--- src/rtl/draw_field_pkg.sv ---
// Shared types and helpers for the playfield raster tracker.
// Latency: none (declarations only).
// Backpressure: none.
package draw_field_pkg;

   // Tracker phase along one axis of a field
   typedef enum logic [1:0] {
      PH_IDLE   = 2'd0,
      PH_BORDER = 2'd1,
      PH_BRICK  = 2'd2
   } phase_t;

   // Field extent along one axis: CNT bricks separated and enclosed by borders
   function automatic int unsigned field_extent(input int unsigned border,
                                                input int unsigned brick,
                                                input int unsigned cnt);
      return border * (cnt + 1) + brick * cnt;
   endfunction

   // Index width that never collapses to zero bits
   function automatic int unsigned clog2_min1(input int unsigned v);
      return (v > 1) ? $clog2(v) : 1;
   endfunction

endpackage

--- src/rtl/draw_field_axis_tracker.sv ---
// Walks one axis of a field: border/brick phase counter plus brick index counter.
// Latency: state reflects the qualifying pixel one clock after load/step/clear.
// Backpressure: none; state holds whenever load, step and clear are all low.
module draw_field_axis_tracker
   import draw_field_pkg::*;
#(
   parameter int unsigned BORDER = 2,
   parameter int unsigned BRICK  = 20,
   parameter int unsigned CNT    = 10,
   parameter int unsigned IDX_W  = clog2_min1(CNT)
) (
   input  logic             clk,
   input  logic             rst_n,
   input  logic             load,
   input  logic             step,
   input  logic             clear,
   output logic             active,
   output logic             in_brick,
   output logic [IDX_W-1:0] idx
);

   localparam int unsigned PH_W  = clog2_min1((BORDER > BRICK) ? BORDER : BRICK);
   localparam int unsigned CNT_W = clog2_min1(CNT + 1);

   phase_t          phase, phase_nxt;
   logic [PH_W-1:0] ph_cnt, ph_cnt_nxt;
   logic [CNT_W-1:0] bidx, bidx_nxt;

   // Next offset: load restarts at the leading border, step walks border/brick phases
   always_comb begin
      phase_nxt  = phase;
      ph_cnt_nxt = ph_cnt;
      bidx_nxt   = bidx;
      if (load) begin
         phase_nxt  = PH_BORDER;
         ph_cnt_nxt = '0;
         bidx_nxt   = '0;
      end else if (clear) begin
         phase_nxt = PH_IDLE;
      end else if (step) begin
         case (phase)
            PH_BORDER: begin
               if (ph_cnt == PH_W'(BORDER - 1)) begin
                  ph_cnt_nxt = '0;
                  // The border after the last brick closes the field
                  phase_nxt  = (bidx == CNT_W'(CNT)) ? PH_IDLE : PH_BRICK;
               end else begin
                  ph_cnt_nxt = ph_cnt + PH_W'(1);
               end
            end
            PH_BRICK: begin
               if (ph_cnt == PH_W'(BRICK - 1)) begin
                  ph_cnt_nxt = '0;
                  bidx_nxt   = bidx + CNT_W'(1);
                  phase_nxt  = PH_BORDER;
               end else begin
                  ph_cnt_nxt = ph_cnt + PH_W'(1);
               end
            end
            default: ;
         endcase
      end
   end

   // Tracker state register
   always_ff @(posedge clk) begin
      if (!rst_n) begin
         phase  <= PH_IDLE;
         ph_cnt <= '0;
         bidx   <= '0;
      end else begin
         phase  <= phase_nxt;
         ph_cnt <= ph_cnt_nxt;
         bidx   <= bidx_nxt;
      end
   end

   assign active   = (phase != PH_IDLE);
   assign in_brick = (phase == PH_BRICK);
   assign idx      = bidx[IDX_W-1:0];

endmodule

--- src/rtl/draw_field_tracker.sv ---
// Classifies each raster pixel against FIELD_CNT brick playfields (field/brick/col/row).
// Latency: fixed 2 clocks from pix_valid_i/pix_*_i to all outputs.
// Backpressure: none; pix_valid_i low freezes tracker state and yields zero outputs.
module draw_field_tracker
   import draw_field_pkg::*;
#(
   parameter int unsigned PIX_WIDTH   = 12,
   parameter int unsigned BRICK_X     = 20,
   parameter int unsigned BRICK_Y     = 25,
   parameter int unsigned BRICK_X_CNT = 10,
   parameter int unsigned BRICK_Y_CNT = 20,
   parameter int unsigned BORDER_X    = 2,
   parameter int unsigned BORDER_Y    = 2,
   parameter int unsigned FIELD_CNT   = 2,
   localparam int unsigned ID_W  = clog2_min1(FIELD_CNT),
   localparam int unsigned COL_W = clog2_min1(BRICK_X_CNT),
   localparam int unsigned ROW_W = clog2_min1(BRICK_Y_CNT)
) (
   input  logic                                clk,
   input  logic                                rst_n,
   input  logic [FIELD_CNT-1:0][PIX_WIDTH-1:0] start_x_i,
   input  logic [FIELD_CNT-1:0][PIX_WIDTH-1:0] start_y_i,
   input  logic                                pix_valid_i,
   input  logic [PIX_WIDTH-1:0]                pix_x_i,
   input  logic [PIX_WIDTH-1:0]                pix_y_i,
   output logic [FIELD_CNT-1:0]                in_field_o,
   output logic [FIELD_CNT-1:0]                in_brick_o,
   output logic                                hit_o,
   output logic [ID_W-1:0]                     field_id_o,
   output logic [COL_W-1:0]                    brick_col_num_o,
   output logic [ROW_W-1:0]                    brick_row_num_o,
   output logic                                pix_valid_o
);

   logic                                frame_start;
   logic                                x_cont;
   logic [FIELD_CNT-1:0][PIX_WIDTH-1:0] org_x_q, org_y_q, org_x, org_y;
   logic [PIX_WIDTH-1:0]                prev_x;
   logic                                vld_s1;
   logic [FIELD_CNT-1:0]                x_act, y_act, x_brk, y_brk;
   logic [COL_W-1:0]                    col [FIELD_CNT];
   logic [ROW_W-1:0]                    row [FIELD_CNT];
   logic [FIELD_CNT-1:0]                fld, brk;
   logic [ID_W-1:0]                     sel_id;
   logic [COL_W-1:0]                    sel_col;
   logic [ROW_W-1:0]                    sel_row;

   assign frame_start = pix_valid_i && (pix_x_i == '0) && (pix_y_i == '0);
   // The frame-start pixel itself already sees the new origins
   assign org_x  = frame_start ? start_x_i : org_x_q;
   assign org_y  = frame_start ? start_y_i : org_y_q;
   assign x_cont = (pix_x_i == prev_x + PIX_WIDTH'(1));

   // Latch field origins only at frame start; previous x for continuity checks
   always_ff @(posedge clk) begin
      if (!rst_n) begin
         org_x_q <= '0;
         org_y_q <= '0;
         prev_x  <= '0;
      end else begin
         if (frame_start) begin
            org_x_q <= start_x_i;
            org_y_q <= start_y_i;
         end
         if (pix_valid_i) begin
            prev_x <= pix_x_i;
         end
      end
   end

   for (genvar f = 0; f < FIELD_CNT; f++) begin : g_field
      logic x_load, x_step, x_clear, y_load, y_step;

      assign x_load  = pix_valid_i && (pix_x_i == org_x[f]);
      assign x_step  = pix_valid_i && !x_load && x_cont;
      assign x_clear = pix_valid_i && !x_load && !x_cont;
      // Rows move once per line, on the field's left-edge pixel
      assign y_load  = x_load && (pix_y_i == org_y[f]);
      assign y_step  = x_load && !y_load;

      draw_field_axis_tracker #(
         .BORDER (BORDER_X),
         .BRICK  (BRICK_X),
         .CNT    (BRICK_X_CNT),
         .IDX_W  (COL_W)
      ) u_x (
         .clk      (clk),
         .rst_n    (rst_n),
         .load     (x_load),
         .step     (x_step),
         .clear    (x_clear),
         .active   (x_act[f]),
         .in_brick (x_brk[f]),
         .idx      (col[f])
      );

      draw_field_axis_tracker #(
         .BORDER (BORDER_Y),
         .BRICK  (BRICK_Y),
         .CNT    (BRICK_Y_CNT),
         .IDX_W  (ROW_W)
      ) u_y (
         .clk      (clk),
         .rst_n    (rst_n),
         .load     (y_load),
         .step     (y_step),
         .clear    (1'b0),
         .active   (y_act[f]),
         .in_brick (y_brk[f]),
         .idx      (row[f])
      );
   end

   // Lowest-index field wins; col/row reported only inside a brick
   always_comb begin
      fld     = '0;
      brk     = '0;
      sel_id  = '0;
      sel_col = '0;
      sel_row = '0;
      if (vld_s1) begin
         fld = x_act & y_act;
         brk = fld & x_brk & y_brk;
         for (int f = FIELD_CNT - 1; f >= 0; f--) begin
            if (fld[f]) begin
               sel_id  = ID_W'(f);
               sel_col = brk[f] ? col[f] : '0;
               sel_row = brk[f] ? row[f] : '0;
            end
         end
      end
   end

   // Second pipeline stage: register qualified results
   always_ff @(posedge clk) begin
      if (!rst_n) begin
         vld_s1          <= 1'b0;
         pix_valid_o     <= 1'b0;
         in_field_o      <= '0;
         in_brick_o      <= '0;
         hit_o           <= 1'b0;
         field_id_o      <= '0;
         brick_col_num_o <= '0;
         brick_row_num_o <= '0;
      end else begin
         vld_s1          <= pix_valid_i;
         pix_valid_o     <= vld_s1;
         in_field_o      <= fld;
         in_brick_o      <= brk;
         hit_o           <= |fld;
         field_id_o      <= sel_id;
         brick_col_num_o <= sel_col;
         brick_row_num_o <= sel_row;
      end
   end

endmodule
--- config.mk ---
export PLATFORM = sky130hd
export DESIGN_NAME = draw_field_tracker
export DESIGN_NICKNAME = d
export VERILOG_FILES = /design/src/rtl/draw_field_pkg.sv /design/src/rtl/draw_field_axis_tracker.sv /design/src/rtl/draw_field_tracker.sv
export SDC_FILE = /design/constraint.sdc
export NUM_CORES = 1
export LEC_CHECK = 0
export CAP_MARGIN = 30
export CORE_UTILIZATION = 45
export DETAILED_ROUTE_END_ITERATION = 8
export DONT_BUFFER_PORTS = 1
export PLACE_DENSITY = 0.57
export SLEW_MARGIN = 0
export SYNTH_ARGS = -nofsm -noshare
export SYNTH_HDL_FRONTEND = slang
export SYNTH_SLANG_ARGS = --single-unit
--- constraint.sdc ---
create_clock -name clk -period 5 [get_ports clk]
set_input_delay 0.5 -clock clk [delete_from_list [all_inputs] [get_ports clk]]
set_output_delay 0.5 -clock clk [all_outputs]
set_load 0.1 [all_outputs]
-- Yosys cells after proc, flatten, opt, wreduce, memory -nomap -nowiden
Index checks and enable logic that the tools add are counted.
- bitwise logic cells: 7
- muxes and demuxes: 50
- reductions and logical operators: 62
- eq/ne operators: 41
- $add $sub $neg: 9
- operators by type and width (cell ; count):
    12-bit equality test ; 5
    5-bit two-way mux ; 12
    24-bit two-way mux ; 2
    5-bit one-hot mux with 2 select lines ; 4
    4-bit AND reduction ; 10
    5-bit by 1-bit adder with 5-bit output (second input constant) ; 6
    5-bit equality test (second input constant) ; 6
    2-bit two-way mux ; 13
    12-bit zero test ; 2
    5-bit by 1-bit equality test with 1-bit output (second input constant) ; 4
    2-bit nonzero test ; 10
    4-bit two-way mux ; 4
    2-bit one-hot mux with 2 select lines ; 4
    1-bit logical AND ; 14
    12-bit by 1-bit adder with 12-bit output (second input constant) ; 1
    3-bit AND reduction ; 4
    3-bit nonzero test ; 4
    1-bit two-way mux ; 11
    2-bit OR reduction ; 5
    3-bit OR reduction ; 3
    4-bit by 1-bit adder with 4-bit output (second input constant) ; 2
    2-bit by 1-bit equality test with 1-bit output (second input constant) ; 4
    2-bit equality test (second input constant) ; 4
    4-bit equality test (second input constant) ; 2
    other kinds (11) ; 33
- input port bits: 75
- output and inout bits: 16
- register bits: 123

-- Logic depth before layout (Yosys ltp)
Gate-level depths: netlist (run 1).
- depth in word-level cells: 12
- gate-level depth with buffers: 13
- depth with buffers taken out: 9

-- Hierarchy
From an unflattened synthesis (run 1), not the netlist that was laid out.
- cells, all modules: 833
- area, all modules: 7140.6 um2
- by module, submodules not included (module ; area each (um2) ; times used ; cells each):
    draw_field_tracker ; 4280.4 ; 1 ; 509
    draw_field_axis_tracker (g_field[0].u_y ...) ; 715.7 ; 2 ; 82
    draw_field_axis_tracker (g_field[0].u_x ...) ; 714.4 ; 2 ; 80

-- Least setup slack after synthesis (run 1)
No wires, ideal clock.
- path kind: input to register
- start point: input pix_x_i[0]
- end point: register g_field[0].u_y.phase[1]
- buffers on the path: 2
- stages on the path: 9
- setup slack: 1.912 ns
- data required time: 4.883 ns
- arrival: 2.971 ns
- setup time: 0.117 ns
- cells stage by stage: buf_2 -> nor4_2 -> nand4_1 -> nor2_4 -> mux2_2 -> a2111oi_2 -> nand2_1 -> clkbuf_1 -> a32o_1
- longest elaborated chain between the ends: 10
- elaborated cells between the ends (all ways): 13
- ends and longest elaborated chain (item ; line ; text):
    from (decl) ; draw_field_tracker.sv:24 ; input logic [PIX_WIDTH-1:0] pix_x_i,
    12-bit zero test ; draw_field_tracker.sv:48 ; assign frame_start = pix_valid_i && (pix_x_i == '0) && (pix_y_i == '0);
    1-bit logical AND (2 in series) ; draw_field_tracker.sv:48 ;
    24-bit two-way mux ; - ;
    12-bit equality test ; draw_field_tracker.sv:74 ; assign x_load = pix_valid_i && (pix_x_i == org_x[f]);
    1-bit logical AND ; draw_field_tracker.sv:74 ;
    1-bit logical AND ; draw_field_tracker.sv:78 ; assign y_load = x_load && (pix_y_i == org_y[f]);
    1-bit zero test ; draw_field_tracker.sv:79 ; assign y_step = x_load && !y_load;
    1-bit logical AND ; draw_field_tracker.sv:79 ;
    4-bit AND reduction (no line) ; - ;
    to (signal assigned) ; draw_field_axis_tracker.sv:72 ; phase <= phase_nxt;
    to (decl) ; draw_field_axis_tracker.sv:25 ; phase_t phase, phase_nxt;
Parallel ways exist; a longest one is shown, timed or not.
A chain may end at the register's enable or synchronous reset.

-- Worst setup path in the final report (run 1)
- start point: input pix_x_i[10]
- end point: register g_field[1].u_y.ph_cnt[4]
- longest elaborated chain between the ends: 10
- elaborated cells between the ends (all ways): 13
- ends and longest elaborated chain (item ; line ; text):
    12-bit zero test ; draw_field_tracker.sv:48 ;
    1-bit logical AND (2 in series) ; draw_field_tracker.sv:48 ;
    24-bit two-way mux ; - ;
    12-bit equality test ; draw_field_tracker.sv:74 ;
    1-bit logical AND ; draw_field_tracker.sv:74 ;
    1-bit logical AND ; draw_field_tracker.sv:78 ;
    1-bit zero test ; draw_field_tracker.sv:79 ;
    1-bit logical AND ; draw_field_tracker.sv:79 ;
    2-bit AND reduction (no line) ; - ;
    to (signal assigned) ; draw_field_axis_tracker.sv:73 ; ph_cnt <= ph_cnt_nxt;
    to (decl) ; draw_field_axis_tracker.sv:26 ; logic [PH_W-1:0] ph_cnt, ph_cnt_nxt;
Parallel ways exist; a longest one is shown, timed or not.

==> results.cfg, run 1 <==
[clock_network]
cts_resized = 0
cts_tree = done
clkSinkCount = 123
cts_hold_buffers = 0
clk_pin_slew_worst_paths_ns = 0.06
cts_buffer_depth = 2
htree_levels = 4
numCtsBuffers = 17
cts_setup_buffers = 0
clk_latency_ns = 0.43
root_buffer = clkbuf_16

[detailed_routing]
drc = 0
wirelength_mm = 20.0
vias = 6559
ant_nets = 0
drt_iter0_markers = 577
viasPerCell = 6.24
routedWlPerCell_um = 19.0
drt_pass1_iterations = 5

[sta]
setup_viol_count_final = 0
final_hold_viol_count = 0
finalCriticalPeriod_ns = 3.67
fin_crit_sh_pct = 73.5
setup_tns_ns = 0
rsz0062_at_grt = no
max_clock_freq_mhz = 272
worst_pin_slew_ns = 0.956
slew_headroom_pct = 36.2
finalWorstSetupSlack_ns = 1.33
maxSlewViolCount = 0
finClkSkew_ns = 0.0146

[synthesis]
netlist_area_um2 = 6970
yosysWarnings = 0
yosysMostFrequentCell = dfxtp_1
synth_top_area_share_pct = 35.3
synth_largest_area_cell = dfxtp_1
synth_cell_type_count = 70
ys_ff_latch = 123
synth_edf_count = 0
syn_inst = 856
ys.flop_type = dfxtp_1
yosysSeqAreaShare_pct = 35.3
synthTopCellsByCount = 123 x dfxtp_1, 96 x nand2_1, 87 x a21oi_1, 60 x inv_1, 52 x nor2_1
syn_avg_cell_area_um2 = 8.14
syn_nets = 962
synthTopCellsByArea = dfxtp_1 35%, a21oi_1 6.2%, ha_1 5.6%
synthArstFlopShare_pct = 0

[grt]
grt_max_degree = 74
grt_overflow = 0
grt_pass1_vias = 6096
grtUsageTotal_pct = 25.6
grt_antenna_before_repair = 0
grt_pass1_wl_mm = 31.7

[die]
pin_count = 91
die_width_um = 126
initial_utilization_pct = 46.0
rows = 45
die_h_um = 126
dieArea_um2 = 16000
coreArea_um2 = 15100

[critical_path]
cp_max_fo = 15
arrival_ns = 3.96
startpoint = pix_x_i[10]
worstPathCellList = nor4_1 -> nand3_1 -> nor2_4 -> buf_4 -> mux2i_1 -> nor2_1 -> or4_1 -> o21ai_2 -> a21oi_1
required_ns = 5.29
reg2regPathDepth = 9
cp-start-kind = input pin
critPathSlowestCell = or4_1
crit_type = input pin to flip-flop
reg2reg_to = g_field[0].u_x.ph_cnt[2]
critPathMaxStageDelay_ns = 0.79
r2r_setup_slack_ns = 1.70
cp-end-kind = flip-flop
endpoint = g_field[1].u_y.ph_cnt[4]
r2r-start = prev_x[0]

[place]
postPlaceCellArea_um2 = 7140
gpl.final_weighted_congestion = 0.854
hpwlAfterDp_mm = 14.7
detailedPlace.worstSlack_ns = 0.968
io_buffer_count = 0

[power_and_ir_drop]
leakage_nw = 2.69
total_power_mw = 2.46
powerDensity_nw_per_um2 = 316
worst_ir_drop_vdd_v = 0.000292

[final_layout]
seqCellArea_um2 = 2460
areaGrowthSynthToFinish_pct = 11.7
fill_cells = 1427
diodes = 0
drive_gt1_share_pct = 7.42
fin_nets = 956
design_area_um2 = 7790
multi_input_area_um2 = 4140

[min_path]
hold_path_class = input pin to flip-flop

[outcome]
status = finished, final reports clean

[flow_run]
maxCapViolCount = 0
## worst max-delay path: cells and delay by family
family	cells	cell delay, ns
simple gates	5	2.29
compound gates	2	0.58
buf+inv	1	0.31
mux	1	0.27
## per-layer routing
| metal | vias up | part of all wire, % | global-route usage (%) |
|---|---|---|---|
| met4 | 0 | 2.3 | 10.1 |
| met1 | 3114 | 44 | 33.3 |
| li1 | 3103 | - | - |
| met2 | 306 | 46 | 39.6 |
| met3 | 36 | 8.4 | 7.93 |
| met5 | - | 0 | 0 |
## kinds of logic after synthesis
group | synth area share, %
flops | 35.3
mux | 3.98
buf+inv | 5.37
xor+xnor | 2.76
fa+ha+maj | 5.56
simple gates | 23.2
compound gates | 23.8
## metrics by stage
step           util [%]  hold slack, ns  cells
2_1_floorplan         -           0.415    856
3_3_place_gp       47.1           0.443   1018
3_5_place_dp       47.1           0.452   1019
4_1_cts            51.4           0.149   1051
5_1_grt            51.4           0.140   1051
6_report           51.4           0.167   1051
## how the worst min path moves through the flow
stage,slack [ns],start,to,depth (start not counted)
floorplan,0.41,vld_s1,pix_valid_o,2
global placement,0.44,org_y_q[1],org_y_q[1],2
detailed placement,0.45,org_y_q[1],org_y_q[1],2
CTS,0.15,pix_valid_i,g_field[0].u_x.phase[1],1
global route,0.14,pix_valid_i,g_field[0].u_x.phase[1],1
finish,0.17,pix_valid_i,g_field[0].u_x.phase[1],1
## state kept, by name, indices dropped and copies added (netlist names)
name / cells
org_x_q: 24
prev_x: 12
brick_col_num_o: 4
g_field.u_y.ph_cnt: 10
field_id_o: 1
in_brick_o: 2
g_field.u_y.idx: 10
in_field_o: 2
vld_s1: 1
brick_row_num_o: 5
org_y_q: 24
g_field.u_y.phase: 4
g_field.u_x.phase: 4
hit_o: 1
pix_valid_o: 1
g_field.u_x.idx: 8
g_field.u_x.ph_cnt: 10
## placed cells by master (no fill, tap or decap), types with 6 or more instances in the layout
cell       synthesis  final
dfxtp_1          123    123
nand2_1           96     96
a21oi_1           87     87
inv_1             60     60
nor2_1            52     52
nand3_1           36     36
o21ai_0           36     36
ha_1              31     31
mux2i_1           21     21
nand2b_1          20     20
clkbuf_16          0     17
nand4_1           16     16
xnor2_1           16     16
nor3_1            15     15
or3_1             14     14
nor2b_1           14     14
o22ai_1           12     12
a22o_1            10     10
and3_1             9      9
and2_1             9      9
buf_4              1      9
o31ai_1            8      8
a221oi_1           7      7
a22oi_1            7      7
o2111ai_1          7      7
a31oi_1            7      7
nor4_1             7      6
xor2_1             6      6
mux2_2             6      6
nand4b_1           6      6
## cell type report
class | instances | share of cell area (%)
clock inverter | 15 | 2.88
sequential | 123 | 31.6
multi-input combinational | 637 | 53.2
inverter | 61 | 2.94
timing repair buffer | 10 | 0.932
tap | 188 | 3.02
clock buffer | 17 | 5.46
## power breakdown
group	switching, mW	total, mW	internal (mW)	leakage [nW]
Sequential	0.0105	0.998	0.987	0.993
Clock	0.477	1.36	0.884	0.313
Combinational	0.0592	0.100	0.0408	1.38
Total	0.547	2.46	1.91	2.69
(Power assumes the default switching activity.)
==> run 2: changes to the inputs <==
Clock period 5 ns to 3.45 ns, I/O delays scaled along.
==> run 2 against run 1 <==
  * Die area unchanged
  * Clock-buffer cell count rose by 2
  * Combinational power grew 46%
  * Register-to-register slack got worse by 1.5 ns
  * Clock power is 43% higher
  * Setup slack got worse by 1.1 ns
  * Via count shrank 0.18%
  * Design area up 1.0%
  * Sequential power is 45% higher
  * Worst hold slack got worse by 0.15 ns
  * Sequential share of layout area is 0.32 points lower
  * Largest cell class unchanged
  * Highest routed layer unchanged
==> results.cfg, run 2 (synthesis gave the netlist of run 1 again) <==
[die]
die_h_um = 126
initial_utilization_pct = 46.0
pin_count = 91
coreArea_um2 = 15100
die_width_um = 126
rows = 45
dieArea_um2 = 16000

[sta]
fin_crit_sh_pct = 93.0
finalCriticalPeriod_ns = 3.21
setup_viol_count_final = 0
max_clock_freq_mhz = 312
worst_pin_slew_ns = 1.01
maxSlewViolCount = 0
final_hold_viol_count = 0
rsz0062_at_grt = no
finClkSkew_ns = 0.00848
finalWorstSetupSlack_ns = 0.240
slew_headroom_pct = 32.4
setup_tns_ns = 0

[final_layout]
layout_common_cells = 123 x dfxtp_1, 96 x nand2_1, 87 x a21oi_1
drive_gt1_share_pct = 8.35
final_common_cell = dfxtp_1
design_area_um2 = 7870
fin_cells = 1062
reg.largest.list = org_x_q (24), org_y_q (24), prev_x (12)
fill_cells = 1437
fin_nets = 967
areaGrowthSynthToFinish_pct = 12.9
diodes = 0

[critical_path]
critPathMaxStageDelay_ns = 0.51
crit_buf_inv = 1
cp-start-kind = flip-flop
startpoint = prev_x[0]
critPathSlowestCell = a2111oi_2
cp-end-kind = flip-flop
crit_family = compound AO/OA/AOI/OAI gates
crit_type = flip-flop to flip-flop
arrival_ns = 3.53
worstPathCellList = ha_1 -> nand4_1 -> or3_1 -> a32oi_1 -> nand3_1 -> a2111o_1 -> a2111oi_2 -> buf_4 -> a41oi_1 -> o21ba_2
r2r-start = prev_x[0]
required_ns = 3.77
cp_max_fo = 6

[grt]
grtUsageTotal_pct = 26.4
grt_antenna_before_repair = 0
grt_pass1_vias = 6461
grt_pass1_wl_mm = 33.0
grt_overflow = 0
grt_max_degree = 54

[power_and_ir_drop]
powerDensity_nw_per_um2 = 449
clock_power_share_pct = 55.0
p_int_mw = 2.76
worst_ir_drop_vdd_v = 0.000347
total_power_mw = 3.54
p_switching_uw = 773
comb_power_share_pct = 4.1
swShare_pct = 21.8
leakage_nw = 2.74
pwr-share-seq_pct = 40.9

[place]
io_buffer_count = 0
dp.cells = 1030
detailedPlace.worstSlack_ns = 0.0967
postPlaceCellArea_um2 = 7240
gpl.final_weighted_congestion = 0.894
hpwlAfterDp_mm = 14.9

[min_path]
hp-start = pix_valid_i
hold_path_class = input pin to flip-flop

[clock_network]
cts_hold_buffers = 0
cts_buffer_depth = 2
numCtsBuffers = 17
cts_setup_buffers = 0
cts_resized = 0
clk_pin_slew_worst_paths_ns = 0.06
clkSinkCount = 123
htree_levels = 4
clk_latency_ns = 0.43
cts_tree = done
root_buffer = clkbuf_16

[detailed_routing]
drt_iter0_markers = 357
ant_nets = 0
viasPerCell = 6.16
routedWlPerCell_um = 18.9
wirelength_mm = 20.0
vias = 6547
drc = 0
drt_pass1_iterations = 5

[flow_run]
maxCapViolCount = 0

[outcome]
status = finished, final reports clean
run 2: cell count changes in the layout (fill, tap and decap cells not counted):
cell / previous run / this run
buf_4: 9 / 20
clkinv_4: 5 / 1
buf_12: 0 / 1
clkinv_2: 3 / 5
clkbuf_1: 0 / 2
buf_2: 1 / 0
run 2: final timing paths:
path,to,slack (ns),cells past startpoint
setup reg to reg,g_field[1].u_x.idx[3],0.24,10
hold / removal,g_field[0].u_x.phase[1],0.02,1
hold reg to reg,org_y_q[1],0.46,2
setup / recovery,g_field[1].u_x.idx[3],0.24,10
run 2: through the flow:
| stage | utilization (%) | hold slack [ns] |
|---|---|---|
| floorplan | - | 0.415 |
| global placement | 47.8 | 0.444 |
| detailed placement | 47.8 | 0.451 |
| CTS | 52.0 | 0.00380 |
| global route | 52.0 | 0.000384 |
| finish | 52.0 | 0.0162 |
run 2: power groups by stage:
stage | clock (mW) | combinational [mW] | sequential [mW]
floorplan | 0 | 0.123 | 1.47
global placement | 0 | 0.142 | 1.48
detailed placement | 0 | 0.144 | 1.48
CTS | 1.97 | 0.145 | 1.45
global route | 2.05 | 0.160 | 1.45
finish | 1.94 | 0.146 | 1.45
run 2: final cells by class:
class | count | area [um2] | share of cell area, %
flip-flops and latches | 123 | 2460 | 31.3
well taps | 188 | 235 | 2.99
repair buffers | 21 | 170 | 2.16
multi-input cells | 637 | 4140 | 52.6
clock buffers | 19 | 433 | 5.50
inverters | 61 | 229 | 2.91
clock inverters | 13 | 199 | 2.53
run 2: layer usage:
layer	up-vias	share of wire (%)	GRT usage [%]
met5	-	0	0
li1	3125	-	-
met2	224	46	42.5
met3	40	6.8	7.63
met1	3158	45	33.1
met4	0	2.5	10.7
run 2: worst register-to-register path, delay by kind of cell (launching register included):
kind,cells,cell delay (ns)
simple gates,3,0.73
fa+ha+maj,1,0.24
flops,1,0.40
compound gates,5,1.51
buf+inv,1,0.22
